--- config.mk ---
export PLATFORM = sky130hd
export DESIGN_NAME = alu_flags_stage
export DESIGN_NICKNAME = d
export VERILOG_FILES = /design/src/rtl/alu_flags_stage.sv
export SDC_FILE = /design/constraint.sdc
export NUM_CORES = 1
export LEC_CHECK = 0
export CORE_MARGIN = 1.5
export CORE_UTILIZATION = 30
export CTS_CLUSTER_DIAMETER = 100
export DETAILED_ROUTE_END_ITERATION = 7
export GPL_TIMING_DRIVEN = 0
export SLEW_MARGIN = 30
export SYNTH_ARGS = -nofsm -noshare
export SYNTH_HDL_FRONTEND = slang
export SYNTH_SLANG_ARGS = --single-unit
--- constraint.sdc ---
create_clock -name clk -period 11.8 [get_ports clk]
set_input_delay 1.77 -clock clk [delete_from_list [all_inputs] [get_ports clk]]
set_output_delay 1.77 -clock clk [all_outputs]
set_load 0.02 [all_outputs]
--- src/rtl/alu_flags_stage.sv ---
// Execute stage after the barrel shifter: ARM condition check against the NZCV register,
// the 16 data-processing opcodes, and a one-deep registered result with valid/ready.
module alu_flags_stage (
  input  logic        clk,
  input  logic        reset,
  input  logic        in_valid,
  output logic        in_ready,
  input  logic [3:0]  cond,
  input  logic [3:0]  opcode,
  input  logic        set_flags,
  input  logic [3:0]  rd_addr,
  input  logic [31:0] op_a,
  input  logic [31:0] op_b,
  input  logic        shift_carry,
  output logic        out_valid,
  input  logic        out_ready,
  output logic [31:0] result,
  output logic [3:0]  rd_out,
  output logic        wr_en,
  output logic [3:0]  flags
);

  localparam int DATA_W = 32;

  localparam logic [3:0] OP_AND = 4'h0;
  localparam logic [3:0] OP_EOR = 4'h1;
  localparam logic [3:0] OP_SUB = 4'h2;
  localparam logic [3:0] OP_RSB = 4'h3;
  localparam logic [3:0] OP_ADD = 4'h4;
  localparam logic [3:0] OP_ADC = 4'h5;
  localparam logic [3:0] OP_SBC = 4'h6;
  localparam logic [3:0] OP_RSC = 4'h7;
  localparam logic [3:0] OP_TST = 4'h8;
  localparam logic [3:0] OP_TEQ = 4'h9;
  localparam logic [3:0] OP_CMP = 4'hA;
  localparam logic [3:0] OP_CMN = 4'hB;
  localparam logic [3:0] OP_ORR = 4'hC;
  localparam logic [3:0] OP_MOV = 4'hD;
  localparam logic [3:0] OP_BIC = 4'hE;
  localparam logic [3:0] OP_MVN = 4'hF;

  typedef struct packed {
    logic [DATA_W-1:0] res;
    logic              carry;
    logic              ovf;
    logic              arith;
  } alu_res_t;

  function automatic logic cond_pass(input logic [3:0] c, input logic [3:0] nzcv);
    logic n, z, cf, v;
    logic pass;
    {n, z, cf, v} = nzcv;
    unique case (c)
      4'h0:    pass = z;
      4'h1:    pass = !z;
      4'h2:    pass = cf;
      4'h3:    pass = !cf;
      4'h4:    pass = n;
      4'h5:    pass = !n;
      4'h6:    pass = v;
      4'h7:    pass = !v;
      4'h8:    pass = cf && !z;
      4'h9:    pass = !cf || z;
      4'hA:    pass = (n == v);
      4'hB:    pass = (n != v);
      4'hC:    pass = !z && (n == v);
      4'hD:    pass = z || (n != v);
      4'hE:    pass = 1'b1;
      default: pass = 1'b0;
    endcase
    return pass;
  endfunction

  // Every arithmetic opcode is x + y + cin on one 33-bit adder; the operand swap and
  // inversion select which of the eight forms is computed.
  function automatic alu_res_t alu_eval(input logic [3:0] op, input logic [DATA_W-1:0] a,
                                        input logic [DATA_W-1:0] b, input logic c_in,
                                        input logic sc);
    alu_res_t          r;
    logic signed [DATA_W-1:0] x, y;
    logic              cin;
    logic [DATA_W:0]   sum;
    r       = '0;
    r.arith = 1'b1;
    x       = a;
    y       = b;
    cin     = 1'b0;
    unique case (op)
      OP_SUB, OP_CMP: begin x = a; y = ~b; cin = 1'b1; end
      OP_RSB:         begin x = b; y = ~a; cin = 1'b1; end
      OP_ADD, OP_CMN: begin x = a; y = b;  cin = 1'b0; end
      OP_ADC:         begin x = a; y = b;  cin = c_in; end
      OP_SBC:         begin x = a; y = ~b; cin = c_in; end
      OP_RSC:         begin x = b; y = ~a; cin = c_in; end
      default:        r.arith = 1'b0;
    endcase
    sum   = {1'b0, x} + {1'b0, y} + {{DATA_W{1'b0}}, cin};
    r.ovf = (x[DATA_W-1] == y[DATA_W-1]) && (sum[DATA_W-1] != x[DATA_W-1]);
    r.carry = r.arith ? sum[DATA_W] : sc;
    unique case (op)
      OP_AND, OP_TST: r.res = a & b;
      OP_EOR, OP_TEQ: r.res = a ^ b;
      OP_ORR:         r.res = a | b;
      OP_MOV:         r.res = b;
      OP_BIC:         r.res = a & ~b;
      OP_MVN:         r.res = ~b;
      default:        r.res = sum[DATA_W-1:0];
    endcase
    return r;
  endfunction

  // Stage p0: combinational evaluation of the presented instruction
  alu_res_t          alu_p0;
  logic              pass_p0;
  logic              accept_p0;
  logic              writes_p0;
  logic [3:0]        nzcv_next_p0;

  // Stage p1: registered result and architectural flags
  logic              vld_p1;
  logic [DATA_W-1:0] result_p1;
  logic [3:0]        rd_p1;
  logic              wr_en_p1;
  logic [3:0]        nzcv_p1;

  assign in_ready  = !vld_p1 || out_ready;
  assign accept_p0 = in_valid && in_ready;

  always_comb begin
    alu_p0    = alu_eval(opcode, op_a, op_b, nzcv_p1[1], shift_carry);
    pass_p0   = cond_pass(cond, nzcv_p1);
    // Compare/test opcodes (10xx) only ever touch the flags.
    writes_p0 = pass_p0 && (opcode[3:2] != 2'b10);
    nzcv_next_p0 = {alu_p0.res[DATA_W-1],
                    (alu_p0.res == '0),
                    alu_p0.carry,
                    alu_p0.arith ? alu_p0.ovf : nzcv_p1[0]};
  end

  always_ff @(posedge clk) begin
    if (reset) begin
      vld_p1    <= 1'b0;
      result_p1 <= '0;
      rd_p1     <= '0;
      wr_en_p1  <= 1'b0;
      nzcv_p1   <= '0;
    end else if (accept_p0) begin
      vld_p1    <= 1'b1;
      result_p1 <= alu_p0.res;
      rd_p1     <= rd_addr;
      wr_en_p1  <= writes_p0;
      if (pass_p0 && set_flags) begin
        nzcv_p1 <= nzcv_next_p0;
      end
    end else if (out_ready) begin
      vld_p1 <= 1'b0;
    end
  end

  assign out_valid = vld_p1;
  assign result    = result_p1;
  assign rd_out    = rd_p1;
  assign wr_en     = wr_en_p1;
  assign flags     = nzcv_p1;

endmodule

==> PnR_summary.wiki <==
{| class="wikitable"
! Metric !! Value
|-
| Sum of negative setup slack || 0 ps
|-
| Met1 demand-to-capacity share in global routing || 0.311
|-
| Longest Clk Path Bufs || 2
|-
| Unrepaired setup endpoints after global routing || false
|-
| CP Data Required Time || 12020 ps
|-
| Fin. Hold Viols || 0
|-
| DRC violations left || 0
|-
| First-pass GRT wire length || 45500 um
|-
| Startpoint types || input port
|-
| Share of Yosys cell area claimed by the top area cell type || 0.122
|-
| Top-level I/O count || 125
|-
| Antenna violation net count after detailed routing || 0
|-
| Critical path arrival || 8680 ps
|-
| Num CTS Buffers || 5
|-
| Synthesized area per cell || 6.51 um2
|-
| Floorplan Core Area || 22600 um2
|-
| Top_reg_cell synth || sky130_fd_sc_hd__dfxtp_1
|-
| Fraction of layout instances using a drive strength above 1 || 0.0389
|-
| CTS Hold Bufs || 0
|-
| Worst Setup End Kind || flip-flop
|-
| Initial core utilization || 0.304
|-
| Total power divided by cell area || 89.0 nW/um2
|-
| Iteration-0 DRC Markers || 843
|-
| Number of nets in the layout || 1328
|-
| Count of max-cap constraint violations || 0
|-
| Most used standard cells in the synthesized netlist || sky130_fd_sc_hd__nand2_1, sky130_fd_sc_hd__o21ai_0, sky130_fd_sc_hd__a21oi_1, sky130_fd_sc_hd__nor2_1, sky130_fd_sc_hd__inv_1
|-
| Clock transition at path regs || 60 ps
|-
| Gate count of the mapped netlist || 1054
|-
| Horiz. Die Dim || 154 um
|-
| Maximum fanout along the worst path || 10
|-
| Number of antenna violations at the first check in global routing || 0
|-
| Synth cell types || 87
|-
| Static leakage power || 3.55 nW
|-
| Standard cell area after detailed placement || 8430 um2
|-
| Flip-flop and latch area || 841 um2
|-
| TritonCTS clock tree || done
|-
| Total overflow reported by the global router || 0
|-
| Final worst-path cycle share || 0.717
|-
| Worst skew pair latency || 290 ps
|-
| Pre-CTS setup slack || 3330 ps
|-
| VDD IR-drop max || 53.1 uV
|-
| Area Overhead vs Synth || 25.1%
|-
| Setup CP Type || input port to flip-flop
|-
| Number of global-route vias before repair || 8355
|-
| Met3 layer usage reported by global route || 0.0359
|-
| Die extent in y || 154 um
|-
| Buffers added on ports || 120
|-
| Final setup slack of the worst path || 3340 ps
|-
| Number of sinks handled by clock tree synthesis || 42
|-
| Synth area leaders || sky130_fd_sc_hd__dfxtp_1, sky130_fd_sc_hd__ha_1, sky130_fd_sc_hd__o21ai_0
|-
| Actual transition at the worst max-transition pin || 872 ps
|-
| Setup violation total in the final timing report || 0
|-
| Post-synth EDFFs || 0
|-
| Maximum number of pins on one net before global-route repair || 14
|-
| Vias per inst || 5.93
|-
| Highest clock rate || 0.118 GHz
|-
| Worst slew margin || 0.416
|-
| Total via count after detailed routing || 8702
|-
| Flop and latch count out of synthesis || 42
|-
| Result of the run || finished, final reports clean
|-
| Number of placement rows || 55
|-
| Number of nets produced by synthesis || 1201
|-
| Filler cell count || 2490
|-
| Final design instance area without fill || 8590 um2
|-
| Synth area leader || sky130_fd_sc_hd__dfxtp_1
|-
| Post-CTS setup repair buffer count || 0
|-
| CTS Root Cell || sky130_fd_sc_hd__clkbuf_16
|-
| Clock H-tree levels || 2
|-
| Sum of net half-perimeters after detailed placement || 23200 um
|-
| Overall die area || 23800 um2
|-
| Total inserted antenna cells || 0
|-
| Class of the most critical hold timing path || flip-flop to flip-flop
|-
| Final GP Congestion || 0.970
|-
| Number of gates resized after cts || 0
|-
| Leading cell type by number of instances after synthesis || sky130_fd_sc_hd__nand2_1
|-
| Tmin final || 8460 ps
|-
| Detailed-router iteration count before antenna repair || 5
|-
| Tot GR Track Use || 0.243
|-
| Number of warnings issued by yosys || 0
|-
| Synthesized cell area || 6870 um2
|-
| Proportion of synthesized chip area in sequential cells || 0.122
|-
| Total Wirelength || 29100 um
|-
| GRT met2 Usage || 0.403
|-
| Post-Route Skew || 3.64 ps
|-
| Post-DR wirelength/cell || 19.9 um
|-
| Gr busiest metal || met2
|-
| Area occupied by multi-input gates || 5410 um2
|-
| Share of synthesized registers carrying an async set or reset || 0
|-
| Number of slew-limit violations in the final report || 0
|}
final cells by class:
cell class / instances / area share
plain buffers: 72 / 0.0354
clock buffers: 6 / 0.0162
clock inverters: 2 / 0.00146
inverters: 86 / 0.0376
multi-input cells: 854 / 0.630
flip-flops and latches: 42 / 0.0979
well taps: 285 / 0.0415
repair buffers: 120 / 0.140
worst paths after layout:
check	end	depth (start not counted)	from	slack, ps
worst max-delay path	flags[2]$_SDFFE_PP0P_	20	opcode[1]	3340
worst min-delay path	wr_en$_SDFFE_PP0P_	2	wr_en$_SDFFE_PP0P_	460
worst max register to register	flags[2]$_SDFFE_PP0P_	15	flags[1]$_SDFFE_PP0P_	7000
worst min register to register	wr_en$_SDFFE_PP0P_	2	wr_en$_SDFFE_PP0P_	460
worst max-delay path, cell delays in order:
cell and delay [ps]:
sky130_fd_sc_hd__clkdlybuf4s50_1 580, sky130_fd_sc_hd__buf_2 260, sky130_fd_sc_hd__buf_2 300, sky130_fd_sc_hd__buf_1 550, sky130_fd_sc_hd__nand3_1 440, sky130_fd_sc_hd__nand2_1 350
sky130_fd_sc_hd__clkbuf_1 450, sky130_fd_sc_hd__o21ai_0 200, sky130_fd_sc_hd__fa_1 500, sky130_fd_sc_hd__fa_1 510, sky130_fd_sc_hd__a21o_1 210, sky130_fd_sc_hd__a221oi_2 610
sky130_fd_sc_hd__o31a_1 320, sky130_fd_sc_hd__o211ai_1 170, sky130_fd_sc_hd__nand4_1 150, sky130_fd_sc_hd__a211oi_1 80, sky130_fd_sc_hd__nor3_1 350, sky130_fd_sc_hd__o2111ai_1 160
sky130_fd_sc_hd__or4_1 540, sky130_fd_sc_hd__o21ai_1 140
sequential cells by signal, indices dropped and copies added (netlist names):
signal,count
flags,4
out_valid,1
rd_out,4
result,32
wr_en,1
per-stage QoR:
stage	total power, mW	utilization	hold slack (ps)	instances
6_report	0.765	0.381	455	1467
3_5_place_dp	0.620	0.373	448	1459
3_3_place_gp	0.616	0.373	444	1459
2_1_floorplan	0.459	-	530	1054
4_1_cts	0.762	0.380	456	1467
5_1_grt	0.821	0.381	473	1467
metal layers:
| layer | vias to the layer above | share of wire | wire length, um |
|---|---|---|---|
| met4 | 0 | 0.043 | 1250 |
| met5 | - | 0 | 0 |
| met2 | 397 | 0.46 | 13300 |
| met1 | 4104 | 0.42 | 12300 |
| met3 | 79 | 0.078 | 2280 |
| li1 | 4122 | - | - |
kinds of logic (layout without fill, tap and decap cells):
group,count (synthesis),count (layout),share of synthesized area
compound gates,406,406,0.385
simple gates,357,357,0.245
buf+inv,158,286,0.0913
fa+ha+maj,65,65,0.121
flops,42,42,0.122
xor+xnor,16,16,0.0204
mux,10,10,0.0146
placed cells by master (no fill, tap or decap), types with 15 or more instances in the layout:
cell type | synthesis | layout
sky130_fd_sc_hd__clkdlybuf4s50_1 | 0 | 120
sky130_fd_sc_hd__clkbuf_1 | 47 | 47
sky130_fd_sc_hd__nand3_1 | 25 | 25
sky130_fd_sc_hd__nor3_1 | 27 | 25
sky130_fd_sc_hd__nor2_1 | 105 | 105
sky130_fd_sc_hd__a21o_1 | 15 | 15
sky130_fd_sc_hd__o21ai_0 | 112 | 112
sky130_fd_sc_hd__dfxtp_1 | 42 | 42
sky130_fd_sc_hd__nand2_1 | 115 | 115
sky130_fd_sc_hd__ha_1 | 63 | 63
sky130_fd_sc_hd__a21oi_1 | 108 | 108
sky130_fd_sc_hd__a211oi_1 | 22 | 22
sky130_fd_sc_hd__inv_1 | 85 | 85
where the power goes:
group,switching (mW),internal (mW)
clock,0.0569,0.0838
combinational,0.279,0.182
sequential,0.00758,0.155
total,0.344,0.421
Note: power is estimated with default switching activity, not from simulation.
